`config.mk`:
```
export PLATFORM = sky130hd
export DESIGN_NAME = hazard_scoreboard
export DESIGN_NICKNAME = d
export VERILOG_FILES = /design/src/rtl/hazard_scoreboard.sv
export SDC_FILE = /design/constraint.sdc
export NUM_CORES = 1
export LEC_CHECK = 0
export ABC_AREA = 1
export CAP_MARGIN = 20
export CORE_AREA = 2 2 72 57
export DETAILED_ROUTE_END_ITERATION = 12
export DIE_AREA = 0 0 74 59
export PLACE_DENSITY = 0.8
export SETUP_SLACK_MARGIN = 0.02
export SYNTH_ARGS = -nofsm -noshare
export SYNTH_HDL_FRONTEND = slang
export SYNTH_SLANG_ARGS = --single-unit
```
`constraint.sdc`:
```
create_clock -name clk -period 0.8 [get_ports clk]
set_clock_uncertainty 0.1 [all_clocks]
set_input_delay 0.08 -clock clk [delete_from_list [all_inputs] [get_ports clk]]
set_output_delay 0.08 -clock clk [all_outputs]
set_load 0.005 [all_outputs]
```
`src/rtl/hazard_scoreboard.sv`:
```
// Load-use hazard unit with per-register countdown scoreboard and EX/decode forwarding selects.
// Optional stalled-cycle counter enabled by defining HAZARD_PERF_EN.
module hazard_scoreboard #(
   parameter int REG_AW   = 5,
   parameter int LOAD_LAT = 1
) (
   input  logic              clk,
   input  logic              reset,
   input  logic [REG_AW-1:0] if_id_rs1,
   input  logic [REG_AW-1:0] if_id_rs2,
   input  logic              if_id_use_rs1,
   input  logic              if_id_use_rs2,
   input  logic              id_ex_valid,
   input  logic              id_ex_mem_read,
   input  logic [REG_AW-1:0] id_ex_rd,
   input  logic [REG_AW-1:0] id_ex_rs1,
   input  logic [REG_AW-1:0] id_ex_rs2,
   input  logic [REG_AW-1:0] ex_mem_rd,
   input  logic [REG_AW-1:0] mem_wb_rd,
   input  logic              ex_mem_reg_write,
   input  logic              mem_wb_reg_write,
   output logic              stall,
   output logic [1:0]        forward_a,
   output logic [1:0]        forward_b,
   output logic [1:0]        forward_rs1_decode,
   output logic [1:0]        forward_rs2_decode,
   output logic [31:0]       stall_count
);

   localparam int NUM_REGS = 2 ** REG_AW;
   localparam int CNT_W    = $clog2(LOAD_LAT + 1);
   localparam logic [CNT_W-1:0] CNT_LOAD = CNT_W'(LOAD_LAT - 1);

   logic [CNT_W-1:0]    cnt_q [1:NUM_REGS-1];
   logic [CNT_W-1:0]    cnt_d [1:NUM_REGS-1];
   logic [NUM_REGS-1:0] busy_s;
   logic                issue_s;

   function automatic logic [1:0] fwd_sel(
      input logic [REG_AW-1:0] src,
      input logic              mem_we,
      input logic [REG_AW-1:0] mem_rd,
      input logic              wb_we,
      input logic [REG_AW-1:0] wb_rd
   );
      logic [1:0] sel;
      sel = 2'b00;
      if (mem_we && (mem_rd != '0) && (mem_rd == src)) begin
         sel = 2'b01;
      end else if (wb_we && (wb_rd != '0) && (wb_rd == src)) begin
         sel = 2'b10;
      end else begin
         sel = 2'b00;
      end
      return sel;
   endfunction

   assign issue_s   = id_ex_valid && id_ex_mem_read && (id_ex_rd != '0);
   assign busy_s[0] = 1'b0;

   for (genvar r = 1; r < NUM_REGS; r++) begin : g_busy
      assign busy_s[r] = (cnt_q[r] != '0);
   end

   // Counter next state: a new load reloads its destination, otherwise live counters count down.
   always_comb begin
      for (int r = 1; r < NUM_REGS; r++) begin
         cnt_d[r] = cnt_q[r];
         if (issue_s && (id_ex_rd == REG_AW'(r))) begin
            cnt_d[r] = CNT_LOAD;
         end else if (cnt_q[r] != '0) begin
            cnt_d[r] = cnt_q[r] - CNT_W'(1);
         end else begin
            cnt_d[r] = cnt_q[r];
         end
      end
   end

   // Scoreboard state register.
   always_ff @(posedge clk or posedge reset) begin
      if (reset) begin
         for (int r = 1; r < NUM_REGS; r++) begin
            cnt_q[r] <= '0;
         end
      end else begin
         for (int r = 1; r < NUM_REGS; r++) begin
            cnt_q[r] <= cnt_d[r];
         end
      end
   end

   // Hazard detection and forwarding selects; the load still in EX counts as in flight.
   always_comb begin
      logic hit1;
      logic hit2;
      hit1 = 1'b0;
      hit2 = 1'b0;
      if (if_id_use_rs1 && (if_id_rs1 != '0)) begin
         hit1 = (id_ex_valid && id_ex_mem_read && (id_ex_rd == if_id_rs1)) || busy_s[if_id_rs1];
      end else begin
         hit1 = 1'b0;
      end
      if (if_id_use_rs2 && (if_id_rs2 != '0)) begin
         hit2 = (id_ex_valid && id_ex_mem_read && (id_ex_rd == if_id_rs2)) || busy_s[if_id_rs2];
      end else begin
         hit2 = 1'b0;
      end
      stall     = hit1 | hit2;
      forward_a = fwd_sel(id_ex_rs1, ex_mem_reg_write, ex_mem_rd, mem_wb_reg_write, mem_wb_rd);
      forward_b = fwd_sel(id_ex_rs2, ex_mem_reg_write, ex_mem_rd, mem_wb_reg_write, mem_wb_rd);
      if (if_id_use_rs1) begin
         forward_rs1_decode = fwd_sel(if_id_rs1, ex_mem_reg_write, ex_mem_rd, mem_wb_reg_write, mem_wb_rd);
      end else begin
         forward_rs1_decode = 2'b00;
      end
      if (if_id_use_rs2) begin
         forward_rs2_decode = fwd_sel(if_id_rs2, ex_mem_reg_write, ex_mem_rd, mem_wb_reg_write, mem_wb_rd);
      end else begin
         forward_rs2_decode = 2'b00;
      end
   end

`ifdef HAZARD_PERF_EN
   logic [31:0] stall_cnt_q;
   logic [31:0] stall_cnt_d;

   // Saturating count of stalled cycles.
   always_comb begin
      stall_cnt_d = stall_cnt_q;
      if (stall && (stall_cnt_q != 32'hFFFF_FFFF)) begin
         stall_cnt_d = stall_cnt_q + 32'd1;
      end else begin
         stall_cnt_d = stall_cnt_q;
      end
   end

   // Stall counter register.
   always_ff @(posedge clk or posedge reset) begin
      if (reset) begin
         stall_cnt_q <= 32'd0;
      end else begin
         stall_cnt_q <= stall_cnt_d;
      end
   end

   assign stall_count = stall_cnt_q;
`else
   assign stall_count = 32'd0;
`endif

endmodule

```
==> results.yml <==
global_route:
  met3_usage_pct: 1.19
  grt_pass1_wl_um: 6260
  grtUsageTotal_pct: 17.7
  grt_use_met1_pct: 24.9
  grt_pass1_vias: 1418
  antenna_found_initial: 0
  grt_max_degree: 8
  top_usage_layer: "met2"
  overflow: 0
  use_met2_pct: 30.7
setup_path:
  crit_type: "primary input to output pin"
  cpMostUsedCell: "nor2_4"
  crit_arrival_ps: 930
  crit_chain: "buf_8, nor2_4, nand4_1, nand2_2, buf_6, nor2_4, nor2_2, buf_2"
  path_buf_inv: 3
  worst-path-stages: 8
  cp_max_fo: 4
  slowest_delay_ps: 140
  critPathTopFamily: "simple AND/OR/NAND/NOR gates"
  slowest_stage: "nand2_2"
  end_kind: "output pin"
  crit_required_ps: 620
  startpoint_type: "primary input"
logic_synthesis:
  synth_mux_area_share_pct: 0
  yosys-top-cells-count: "nand2_1, nor2_1, buf_4"
  syn_inst: 245
  syn_avg_cell_area_um2: 4.69
  synth_simple_gate_area_share_pct: 54.0
  yosysWarnings: 0
  synth-xor-area-share_pct: 8.39
  syn_area_um2: 1150
  synth.most_common_cell: "nand2_1"
  synth-compound-area-share_pct: 4.14
  synth_fa_ha_area_share_pct: 0
  ys_seq_area_share_pct: 0
  synth.area.top_cells: "nand2_1, buf_4, nor2_1"
  netlist.area_leader.share_pct: 31.4
  yosysUniqueCellTypes: 17
  synth_top_family_by_area: "simple AND/OR/NAND/NOR gates"
  synth_area_leader_cell: "nand2_1"
layout:
  final_core_util_pct: 53.5
  layout-drive-gt1-share_pct: 42.8
  final.clkbuf_count: 0
  fill_cells: 361
  ff_latch_area_um2: 0
  nNetsFinal: 363
  final_area_um2: 1920
  area_delta_synth_final_pct: 67.2
  diodes: 0
  nFlopsAndLatches: 0
pwr:
  total_power_mw: 0.943
  static-leakage-power_nw: 1.12
  p_sw_share_pct: 53.2
  switchingPower_mw: 0.502
  power_density_nw_per_um2: 491
  internal_power_mw: 0.441
  p_clk_share_pct: 0
  p_seq_share_pct: 0
  vdd_drop_max_v: 0.000259
  pwr-share-comb_pct: 100.0
floorplan:
  fp.dieH_um: 59
  rows: 19
  core-area_um2: 3590
  initial_core_util_pct: 32.0
  die_w_um: 74
  pin_count: 84
  die-area_um2: 4370
sta:
  slew_viol_final: 0
  rsz0062_at_grt: "true"
  hold_viol: 0
  max_clock_freq_mhz: 905
  setup_viol_count_final: 9
  period_minus_slack_ps: 1110
  worst_slack_ps: -305
  post-route-period-util_pct: 138
place:
  dpl_cell_area_um2: 1740
  hpwlAfterDp_um: 3200
  gp_congestion: 0.932
  io_buffer_count: 50
drt:
  routed_via_density: 4.33
  wl_um: 4050
  drcViolationCount: 0
  dr.pass1.iters: 4
  vias: 1601
  wl_per_cell_um: 10.9
  ant_nets: 0
  first_iter_violations: 52
status:
  status: "finished, violations left"
  violations: "negative setup slack"
clock_network:
  ctsHoldBuffers: 0
worst_hold_path:
  whs_path_depth: 4
  hp-class: "primary input to output pin"
flow_run:
  maxCapViolCount: 0
[routing by layer]
metal | wire length, µm | vias to the layer above
li1 | - | 820
met1 | 1780 | 708
met2 | 1950 | 69
met3 | 296 | 4
met4 | 28 | 0
met5 | 0 | -
[cells by family after synthesis]
group / after synthesis
other cells: 1
compound gates: 9
simple gates: 155
xor+xnor: 11
buf+inv: 69
[final cells by class]
cell class	count	area, µm²	area share (%)
Inverter	36	145	7.56
Multi-Input combinational cell	207	1060	55.3
Timing Repair Buffer	75	648	33.7
Tap cell	52	65.1	3.39
[power by group through the flow]
stage                     registers [mW]  clock network, mW  logic [mW]
after detailed placement               0                  0       0.777
after global routing                   0                  0        1.03
final                                  0                  0       0.943
after global placement                 0                  0       0.765
after CTS                              0                  0       0.863
after floorplan                        0                  0       0.460
[placed cells by master, fill, tap and decap left out, types with 7 or more instances in the layout]
master / netlist / routed
nand2_1: 96 / 84
conb_1: 1 / 32
buf_2: 1 / 24
buf_6: 0 / 24
nor2_1: 36 / 22
inv_2: 8 / 18
inv_1: 28 / 14
nand2_2: 1 / 13
buf_4: 32 / 12
nor2_2: 2 / 10
nand3_1: 12 / 8
buf_8: 0 / 7
[per-stage QoR]
stage	hold slack, ps	setup WS (ps)	setup TNS [ps]	cells
after floorplan	159	-46.7	-154	276
final	383	-305	-2350	370
after global placement	1060	-1230	-10240	365
after CTS	476	-314	-2210	370
after detailed placement	1070	-1250	-10440	365
after global routing	397	-392	-2910	370
[path summary, 6_finish.rpt]
path	start	end	slack, ps
worst max-delay path	ex_mem_rd[4]	forward_rs2_decode[1]	-310
worst min-delay path	if_id_use_rs1	forward_rs1_decode[0]	380
[timing repair]
item                       CTS  global route
setup buffers                5             0
gates resized for setup    268            47
setup endpoints to repair    9             9
pin swaps                   49            32
No activity file was read; power rests on OpenSTA's default activity.
==> patch, RTL diff (same flow settings) <==
The parameter `REG_AW` goes from 5 to 4.
--- a/src/rtl/hazard_scoreboard.sv
+++ b/src/rtl/hazard_scoreboard.sv
@@ -2,5 +2,5 @@
 // Optional stalled-cycle counter enabled by defining HAZARD_PERF_EN.
 module hazard_scoreboard #(
-   parameter int REG_AW   = 5,
+   parameter int REG_AW   = 4,
    parameter int LOAD_LAT = 1
 ) (
Ports: changed (7 resized); port bits go from 84 to 77. No check against the original RTL was run, so the function may have changed too.
==> patch against the unedited design <==
Combinational power is 17% lower; synthesized cell count is 14% lower; cell count is 15% lower; total power is 17% lower; the run still ends with setup timing left; die area stayed put; routed wire length is 21% lower; final area is 17% lower; setup slack better by 0.085 ns; area after synthesis is 12% lower; sequential share of layout area stayed put.
==> patch: results (changes against the unedited design) <==
Antenna diodes: 0 (unchanged)
Hold Buf Count CTS: 0 (unchanged)
Leak: 0.947 nW (was 1.12 nW)
Peak VDD IR: 0.213 mV (was 0.259 mV)
Dpl ws: -1.14 ns (was -1.25 ns)
Drt pass-1 iters: 4 (unchanged)
Setup crit end: forward_a[1] (was forward_rs2_decode[1])
Layout Nets: 302 (was 363)
Dpl cells: 312 (was 365)
Met3 Wirelength: 258 microns (was 296 microns)
Vias: 1311 (was 1601)
Top post-synthesis cells by count: nand2_1, buf_4, inv_1, nor2_1, nand3_1 (was nand2_1, nor2_1, buf_4)
Final setup margin: -0.220 ns (was -0.305 ns)
PortBufs: 43 (was 50)
Hold Path Depth: 5 (was 4)
Drt total wl: 3.19 mm (was 4.05 mm)
Metal2 WL: 1.61 mm (was 1.95 mm)
Crit. Startpoint: ex_mem_rd[0] (was ex_mem_rd[4])
Synth Area in Adders: 0% (unchanged)
DP Area: 0.00145 sq mm (was 0.00174 sq mm)
Pin count of the biggest net entering global routing: 9 (was 8)
Min-delay src: id_ex_rs1[1] (was if_id_use_rs1)
Seq cells: 0 (unchanged)
Post_cts resized: 222 (was 268)
Metal-1 WL: 1.28 mm (was 1.78 mm)
Post-synthesis compound-gate area fraction: 4.69% (was 4.14%)
DRT iter0 DRCs: 44 (was 52)
CP max stage delay: 0.17 ns (was 0.14 ns)
CLK BUF: 0 (unchanged)
Synth area leaders: nand2_1, buf_4, inv_1 (was nand2_1, buf_4, nor2_1)
Critical path's slowest cell: a21boi_4 (was nand2_2)
Yosys Warn Count: 0 (unchanged)
Final setup viols: 9 (unchanged)
Detail Placement HPWL: 2.50 mm (was 3.20 mm)
Violated checks: setup timing (unchanged)
Synth Area in XOR/XNOR: 9.49% (was 8.39%)
Syn_area_per_cell: 4.83 sq um (was 4.69 sq um)
First-pass GRT wire length: 4.96 mm (was 6.26 mm)
Endpoint, Worst Hold: forward_a[0] (was forward_rs1_decode[0])
Tot GR Track Use: 14.0% (was 17.7%)
Layout cells sized above 1: 40.9% (was 42.8%)
Final hold viol count: 0 (unchanged)
Sequential fraction of the synthesis area: 0% (unchanged)
Setup TNS: -1.70 ns (was -2.35 ns)
Switching share of power: 52.5% (was 53.2%)
Global placement routability congestion: 0.940 (was 0.932)
Drt wl/cell: 10.1 microns (was 10.9 microns)
Synth cell types: 16 (was 17)
Largest delay contributor family on the critical path: buffers and inverters (was simple AND/OR/NAND/NOR gates)
Post-CTS Setup Repair Bufs: 4 (was 5)
Hold Crit Class: in -> out (unchanged)
Hold slack: 0.464 ns (was 0.383 ns)
Critical path arrival: 0.84 ns (was 0.93 ns)
Vias in the first global route: 1152 (was 1418)
Mapped cell area: 0.00101 sq mm (was 0.00115 sq mm)
Maximum fanout along the worst path: 4 (unchanged)
Max Used Layer: met4 (unchanged)
Status: complete, but fails checks (unchanged)
patch: changes by cell type after synthesis, sizes merged:
cell	before	now
o211ai	1	0
nor3	3	2
nand4	5	0
xor2	5	3
a21oi	2	3
inv	36	29
o22ai	0	1
o21ai	6	3
nand2	97	87
nand3	12	9
a21boi	0	1
buf	33	34
nor2	38	29
xnor2	6	8
patch: power groups by stage:
stage | registers, mW | clock network, mW | logic, mW
after floorplan | 0 | 0 | 0.438
after CTS | 0 | 0 | 0.698
after global routing | 0 | 0 | 0.866
after detailed placement | 0 | 0 | 0.639
final | 0 | 0 | 0.786
after global placement | 0 | 0 | 0.635
patch: final cells by class:
cell class,count,area [sq um]
Tap cell,52,65.1
Inverter,29,124
Timing Repair Buffer,57,490
Multi-Input combinational cell,178,916
Fill cell,372,1990
patch: routing by layer:
metal  GRT usage [%]  vias to the layer above
li1                -                      671
met4            2.34                        0
met2            24.2                       68
met5               0                        -
met1            19.7                      566
met3           0.340                        6
